## src/rtl/bin_to_bcd_seq_if.sv

```systemverilog
// Handshake and result bundle for the sequential binary-to-BCD converter.
// The master side requests conversions; the slave side is the converter.
interface bin_to_bcd_seq_if #(
  parameter int BIN_WIDTH = 20,
  parameter int DIGITS    = 6
);
  logic                  start;
  logic [BIN_WIDTH-1:0]  value;
  logic                  busy;
  logic                  done;
  logic [4*DIGITS-1:0]   bcd;
  logic                  overflow;

  modport master (
    output start, value,
    input  busy, done, bcd, overflow
  );

  modport slave (
    input  start, value,
    output busy, done, bcd, overflow
  );
endinterface

```

## src/rtl/bin_to_bcd_seq.sv

```systemverilog
// Shift-and-add-3 binary to packed BCD converter, one iteration per clock.
// Holds the last result for the display and flags values that need a 7th digit.
module bin_to_bcd_seq #(
  parameter int BIN_WIDTH = 20,
  parameter int DIGITS    = 6
) (
  input  logic                clock,
  input  logic                reset_n,
  bin_to_bcd_seq_if.slave     bus
);

  localparam int BCD_W = (DIGITS + 1) * 4;
  localparam int CNT_W = $clog2(BIN_WIDTH + 1);
  localparam logic [CNT_W-1:0] LAST_ITER = CNT_W'(BIN_WIDTH - 1);

  function automatic longint unsigned pow10(input int n);
    longint unsigned p;
    p = 64'd1;
    for (int i = 0; i < n; i++) begin
      p = p * 64'd10;
    end
    return p;
  endfunction

  // The guard digit must be able to hold the top digit of the largest input.
  if (pow10(DIGITS + 1) <= ((64'd1 << BIN_WIDTH) - 64'd1)) begin : g_width_check
    $error("bin_to_bcd_seq: DIGITS+1 digits cannot represent 2**BIN_WIDTH-1");
  end

  function automatic logic [BCD_W-1:0] add3_all(input logic [BCD_W-1:0] x);
    logic [BCD_W-1:0] r;
    for (int i = 0; i < DIGITS + 1; i++) begin
      if (x[4*i +: 4] >= 4'd5) begin
        r[4*i +: 4] = x[4*i +: 4] + 4'd3;
      end else begin
        r[4*i +: 4] = x[4*i +: 4];
      end
    end
    return r;
  endfunction

  typedef enum logic [0:0] {IDLE = 1'b0, SHIFT = 1'b1} state_t;

  state_t                   state_q, state_d;
  logic [CNT_W-1:0]         cnt_q, cnt_d;
  logic [BCD_W-1:0]         bcd_sh_q, bcd_sh_d;
  logic [BIN_WIDTH-1:0]     bin_q, bin_d;
  logic                     busy_q, busy_d;
  logic                     done_q, done_d;
  logic [4*DIGITS-1:0]      bcd_q, bcd_d;
  logic                     ovf_q, ovf_d;

  logic [BCD_W-1:0]           adj_s;
  logic [BCD_W+BIN_WIDTH-1:0] shifted_s;

  // Next-state and next-output computation for the conversion FSM.
  always_comb begin
    state_d  = state_q;
    cnt_d    = cnt_q;
    bcd_sh_d = bcd_sh_q;
    bin_d    = bin_q;
    busy_d   = busy_q;
    done_d   = 1'b0;
    bcd_d    = bcd_q;
    ovf_d    = ovf_q;

    adj_s     = add3_all(bcd_sh_q);
    shifted_s = {adj_s[BCD_W-2:0], bin_q, 1'b0};

    case (state_q)
      IDLE: begin
        if (bus.start) begin
          bin_d    = bus.value;
          bcd_sh_d = '0;
          cnt_d    = '0;
          busy_d   = 1'b1;
          state_d  = SHIFT;
        end else begin
          busy_d = 1'b0;
        end
      end
      SHIFT: begin
        bcd_sh_d = shifted_s[BIN_WIDTH +: BCD_W];
        bin_d    = shifted_s[BIN_WIDTH-1:0];
        cnt_d    = cnt_q + CNT_W'(1);
        if (cnt_q == LAST_ITER) begin
          state_d = IDLE;
          busy_d  = 1'b0;
          done_d  = 1'b1;
          bcd_d   = bcd_sh_d[4*DIGITS-1:0];
          ovf_d   = (bcd_sh_d[BCD_W-1 -: 4] != 4'd0);
        end else begin
          busy_d = 1'b1;
        end
      end
      default: begin
        state_d = IDLE;
        busy_d  = 1'b0;
      end
    endcase
  end

  // State and output registers; reset aborts any conversion at once.
  always_ff @(posedge clock or negedge reset_n) begin
    if (!reset_n) begin
      state_q  <= IDLE;
      cnt_q    <= '0;
      bcd_sh_q <= '0;
      bin_q    <= '0;
      busy_q   <= 1'b0;
      done_q   <= 1'b0;
      bcd_q    <= '0;
      ovf_q    <= 1'b0;
    end else begin
      state_q  <= state_d;
      cnt_q    <= cnt_d;
      bcd_sh_q <= bcd_sh_d;
      bin_q    <= bin_d;
      busy_q   <= busy_d;
      done_q   <= done_d;
      bcd_q    <= bcd_d;
      ovf_q    <= ovf_d;
    end
  end

  assign bus.busy     = busy_q;
  assign bus.done     = done_q;
  assign bus.bcd      = bcd_q;
  assign bus.overflow = ovf_q;

endmodule
```

## src/flat_wrapper.sv

```systemverilog
// flat-port wrapper written by rule: the top's interface ports become plain ports
module bin_to_bcd_seq_flat 
#(
  parameter int BIN_WIDTH = 20,
  parameter int DIGITS    = 6
)
  (clock, reset_n, bus_start, bus_value, bus_busy, bus_done, bus_bcd, bus_overflow);
  bin_to_bcd_seq_if #(.BIN_WIDTH(BIN_WIDTH), .DIGITS(DIGITS)) bus_i ();
  input  logic clock;
  input  logic reset_n;
  input wire logic [$bits(bus_i.start)-1:0] bus_start;
  input wire logic [$bits(bus_i.value)-1:0] bus_value;
  output wire logic [$bits(bus_i.busy)-1:0] bus_busy;
  output wire logic [$bits(bus_i.done)-1:0] bus_done;
  output wire logic [$bits(bus_i.bcd)-1:0] bus_bcd;
  output wire logic [$bits(bus_i.overflow)-1:0] bus_overflow;
  assign bus_i.start = bus_start;
  assign bus_i.value = bus_value;
  assign bus_busy = bus_i.busy;
  assign bus_done = bus_i.done;
  assign bus_bcd = bus_i.bcd;
  assign bus_overflow = bus_i.overflow;
  bin_to_bcd_seq #(.BIN_WIDTH(BIN_WIDTH), .DIGITS(DIGITS)) u_core (.clock(clock), .reset_n(reset_n), .bus(bus_i));
endmodule
```

## config.mk

```make
export PLATFORM = sky130hd
export DESIGN_NAME = bin_to_bcd_seq_flat
export DESIGN_NICKNAME = d
export VERILOG_FILES = /design/src/rtl/bin_to_bcd_seq_if.sv /design/src/rtl/bin_to_bcd_seq.sv /design/src/flat_wrapper.sv
export SDC_FILE = /design/constraint.sdc
export NUM_CORES = 1
export LEC_CHECK = 0
export BUFFER_PORTS_ARGS = -buffer_cell sky130_fd_sc_hd__clkbuf_2
export CAP_MARGIN = 20
export CORE_MARGIN = 2
export CORE_UTILIZATION = 30
export CTS_CLUSTER_DIAMETER = 100
export DETAILED_ROUTE_END_ITERATION = 12
export MAX_ROUTING_LAYER = met4
export SLEW_MARGIN = 20
export SYNTH_ARGS = -nofsm -noshare
export SYNTH_HDL_FRONTEND = slang
export SYNTH_SLANG_ARGS = --single-unit
```

## constraint.sdc

```tcl
create_clock -name clock -period 1.5 [get_ports clock]
set_input_delay 0.3 -clock clock [delete_from_list [all_inputs] [get_ports clock]]
set_output_delay 0.3 -clock clock [all_outputs]
set_load 0.02 [all_outputs]
```

; Word-level counts from Yosys, hierarchy flattened
; Index checks and enable logic that the tools add are counted.
[totals]
input_bits = 23
ff_bits = 80
output_inout_bits = 27
elab_cells = 45
[op_classes]
n_reduce_logical = 2
n_bitwise = 1
order_cmp = 7
addsub = 8
n_eq_ne = 2
n_mux = 18
[ops]
columns = cell, n
row1 = 28-bit one-hot mux with 2 select lines, 1
row2 = 20-bit one-hot mux with 2 select lines, 1
row3 = "4-bit by 3-bit >= comparator with 1-bit output, second input constant", 7
row4 = 28-bit 2-to-1 mux, 1
row5 = "4-bit by 2-bit adder with 4-bit output, second input constant", 6
row6 = 4-bit 2-to-1 mux, 6
row7 = 20-bit 2-to-1 mux, 1
row8 = 5-bit one-hot mux with 2 select lines, 1
row9 = "5-bit by 1-bit adder with 5-bit output, second input constant", 1
row10 = "5-bit equality test, second input constant", 1
row11 = 5-bit 2-to-1 mux, 1
row12 = 1-bit 2-to-1 mux, 4
row13 = 4-bit nonzero test, 1
row14 = "3-bit by 2-bit adder with 3-bit output, second input constant", 1
row15 = 3-bit 2-to-1 mux, 1
row16 = "2-bit inequality test, second input constant", 1
row17 = 1-bit one-hot mux with 2 select lines, 1
row18 = 2-bit AND reduction, 1
row19 = 1-bit inverter, 1

; Logic depth before layout (Yosys ltp)
[logic_depth]
word_depth = 3
depth_mapped = 6
mapped_depth_nobuf = 6

; Least setup slack after synthesis
; OpenSTA, ideal clock, no wires.
[synth_timing]
path_kind = register to register
start = register u_core.bcd_sh_q[8]
end = register u_core.bcd_q[10] (netlist: u_core.bus.bcd[10])
slack_ns = 0.043
required_time_ns = 1.375
path_stages_with_launch = 6
setup_ns = 0.125
arrival_time_ns = 1.332
synth_period_minus_slack_ns = 1.457
n_path_buf = 0
path_cell_list = dfrtp_1 ha_1 nand2b_1 a21oi_1 mux2i_1 mux2_4
[synth_between]
elab_chain_len = 2
elab_cells_between_ends = 3
cone_classes = 1 x add/sub / 1 x order compare / 1 x mux
[synth_lines]
columns = item, line
row1 = start: declaration, bin_to_bcd_seq.sv:46  ; logic [BCD_W-1:0] bcd_sh_q, bcd_sh_d;
row2 = start signal: assignment, bin_to_bcd_seq.sv:117  ; bcd_sh_q <= bcd_sh_d;
row3 = 4-bit by 2-bit adder with 4-bit output or 4-bit by 3-bit >= comparator with 1-bit output (tied branches), "bin_to_bcd_seq.sv:34, bin_to_bcd_seq.sv:33"
row4 = 4-bit 2-to-1 mux *, bin_to_bcd_seq.sv:33  ; if (x[4*i +: 4] >= 4'd5) begin
row5 = end signal: assignment, bin_to_bcd_seq.sv:112  ; bcd_q <= '0;
row6 = end signal: assignment, bin_to_bcd_seq.sv:121  ; bcd_q <= bcd_d;
row7 = end: declaration, bin_to_bcd_seq.sv:50  ; logic [4*DIGITS-1:0] bcd_q, bcd_d;
; Every way passes the cells marked *; elsewhere a longest branch is shown, timed or not.
; A chain may end at the register's enable or synchronous reset.

; Worst setup path after layout
[layout_timing]
start = register u_core.bcd_sh_q[20]
end = register u_core.bcd_q[22] (netlist: u_core.bus.bcd[22])
; The elaborated chain is that of the path after synthesis.

==> run metrics <==
CP bufs+invs=0; worst reg2reg endpoint=u_core.bus.bcd[22]; CP delay by family, top=multiplexers; final worst-path cycle share=0.982; minimum clock period=1.47 ns; Max Freq=679 MHz; synth unique cells=29; layout cell share with drive strength beyond 1=0.332; worst min-delay path class=input port to register; post-synthesis sequential area ratio=0.504; Synth Flop Type=dfrtp_1; reg2reg start=u_core.bcd_sh_q[20]; Leak=2.52 nW; number of flops mapped to enable cells by yosys=0; mux contribution to synthesized area=0.143; final setup skew=0.00644 ns; H-tree levels=3; cell count of the worst reg-to-reg path=5; beginning of the worst hold path=bus_value[0]; nets=479; worst-skew pair later-pin latency=0.34 ns; most numerous cell in the Yosys netlist=dfrtp_1; XOR/XNOR Fraction of Synth Area=0.0220; DRT iter0 DRCs=106; Worst path depth=5; Hold Path Sink=u_core.bin_q[0]; ANT nets after route=0; Reg2Reg Setup Slack=0.03 ns; final WL=8.57 mm; number of global-route vias before repair=2973; die area=0.0142 mm²; Synth Cell Area=0.00397 mm²; routability-driven placement congestion ratio=0.766; clock root buffer=clkbuf_16; Max-slew headroom=0.720; P&R area growth vs syn=31.4%; average size of a mapped cell=10.8 µm²; Slowest Stage Delay on Critical Path=0.41 ns; dpl ws=-0.0821 ns; DRC viols=0; # port buffers=49; Synth Area in Compound Gates=0.107; Final setup violation count=0; cell row count=42; Die W=119 µm; dpl cells=601; Synth Register Bits=80; syn nets=406; Core ar.=0.0131 mm²; Worst setup SP type=register; Worst-path clk slew=0.06 ns; diode count=0; Final Hold Viols=0; CP Cell Sequence=ha_1 > nand2b_4 > a21oi_4 > mux2i_2 > mux2_4; Synth Warn #=0; Synth area leader=dfrtp_1; worst-margin pin slew=0.420 ns; top cells by area, synth=dfrtp_1 50%, mux2i_1 10%, o21ai_0 5.4%; clock sinks=80; CP max-delay cell=dfrtp_1; first-pass GRT wire length=14.3 mm; Remaining Overflow, GRT=0; HPWL after DPL=5.30 mm; WL/cell=13.8 µm; status=completed; vias=2817; PD cells=2250 mW/mm²; CTS Buf Count=9; critical path class=register to register; Hold Slack=0.206 ns; initial antenna violation count=0; clk buf depth=2; I/O pins=50; worst ir drop on vdd=0.000772 V; total power=11.8 mW; largest family of logic cells by synthesized area=multiplexers; largest net degree at the start of global routing=54; Initial Util=0.304; Post-Synth Simple-Gate Area=0.135; Hold Path Stages=3; crit path DAT=1.75 ns; Vert. Die Dim=119 µm; Critical Path Fanout Max=4; ys async rst share=1.00; setup ws final=0.0267 ns; Avg Vias per Cell=4.53; Setup crit end kind=register; fin. max-slew vios=0; CTS tree=built; Non-Filler Instances=622; synth cell count leaders=80 x dfrtp_1, 43 x o21ai_0, 41 x mux2i_1, 40 x nand2_1, 27 x nand2b_1; total negative slack=0 ns; max-cap violations=0; DR pass1 iterations=6; All-Layer GR Usage=0.132; Req. time, crit path=1.78 ns; adder-cell share of the synthesized area=0.0472; post-synth top area share=0.504; cell count after synthesis=368; RSZ-0062 raised after global routing=true
routing by layer:
layer  vias up  track usage  share of wire
met5         -            -              0
li1       1410            -              -
met2        39        0.205           0.47
met4         0       0.0655          0.020
met1      1360        0.164           0.48
met3         8       0.0263          0.026
worst min-delay path, stage by stage:
cell and delay [ns]:
clkbuf_2 0.07, mux2i_1 0.05, nor2_1 0.07
cell type report:
class / instances / area [µm²]
multi-input cells: 254 / 2020
clock inverters: 4 / 77.6
inverters: 15 / 63.8
fillers: 1276 / 7870
well taps: 176 / 220
flip-flops and latches: 80 / 2000
repair buffers: 81 / 583
clock buffers: 12 / 246
repair_timing:
item,in CTS,in global routing
pin swaps,3,12
cloned,1,1
setup endpoints to repair,18,25
hold endpoints to repair,24,0
hold buffers,1,0
gates resized for setup,8,44
buffers inserted,0,2
sequential cells by signal, summed over array words and instances (netlist names):
name,cells
u_core.bus.bcd,24
u_core.bin_q,20
u_core.bus.done,1
u_core.bus.overflow,1
u_core.bcd_sh_q,28
u_core.state_q,1
u_core.cnt_q,5
per-stage QoR:
stage	util	cell area, µm²
after global routing	0.399	5220
after floorplan	-	3970
final	0.399	5220
after CTS	0.381	4980
after detailed placement	0.351	4590
after global placement	0.351	4590
how the worst max path moves through the flow:
stage | start | end | slack, ns
5_1_grt | u_core.bcd_sh_q[20] | u_core.bus.bcd[22] | -0.03
3_5_place_dp | u_core.bcd_sh_q[21] | u_core.bus.overflow | -0.08
4_1_cts | u_core.state_q | bus_busy | -0.06
6_report | u_core.bcd_sh_q[20] | u_core.bus.bcd[22] | 0.03
3_3_place_gp | u_core.bcd_sh_q[16] | u_core.bus.bcd[18] | -0.02
2_1_floorplan | u_core.bcd_sh_q[8] | u_core.bus.bcd[10] | 0.04
cell families (layout without fill, tap and decap cells):
| kind of cell | count (synthesis) | in the layout |
|---|---|---|
| adders and majority gates | 15 | 15 |
| and+or+nand+nor | 99 | 99 |
| muxes | 53 | 53 |
| DFF | 80 | 80 |
| buffers and inverters | 34 | 112 |
| xor gates and xnor gates | 10 | 10 |
| AOI/OAI and AO/OA | 77 | 77 |
power breakdown:
group	internal (mW)	switching, mW
Clock	1.51	0.875
Sequential	3.10	0.786
Combinational	2.79	2.70
Total	7.41	4.36
placed cells by master (no fill, tap or decap), types with 5 or more instances in the layout:
cell and count:
clkbuf_2 48, a21o_1 11, nand2b_4 7, a21oi_1 11
xnor2_2 5, o21ai_0 41, nor3_1 5, mux2_4 7
mux2_2 5, ha_2 5, ha_1 9, inv_2 9
nand2b_1 20, a21oi_4 7, buf_4 26, clkbuf_16 10
nor3b_1 17, nand2_1 40, mux2i_1 39, inv_1 5
dfrtp_1 79
No activity file was read; power rests on OpenSTA's default activity.
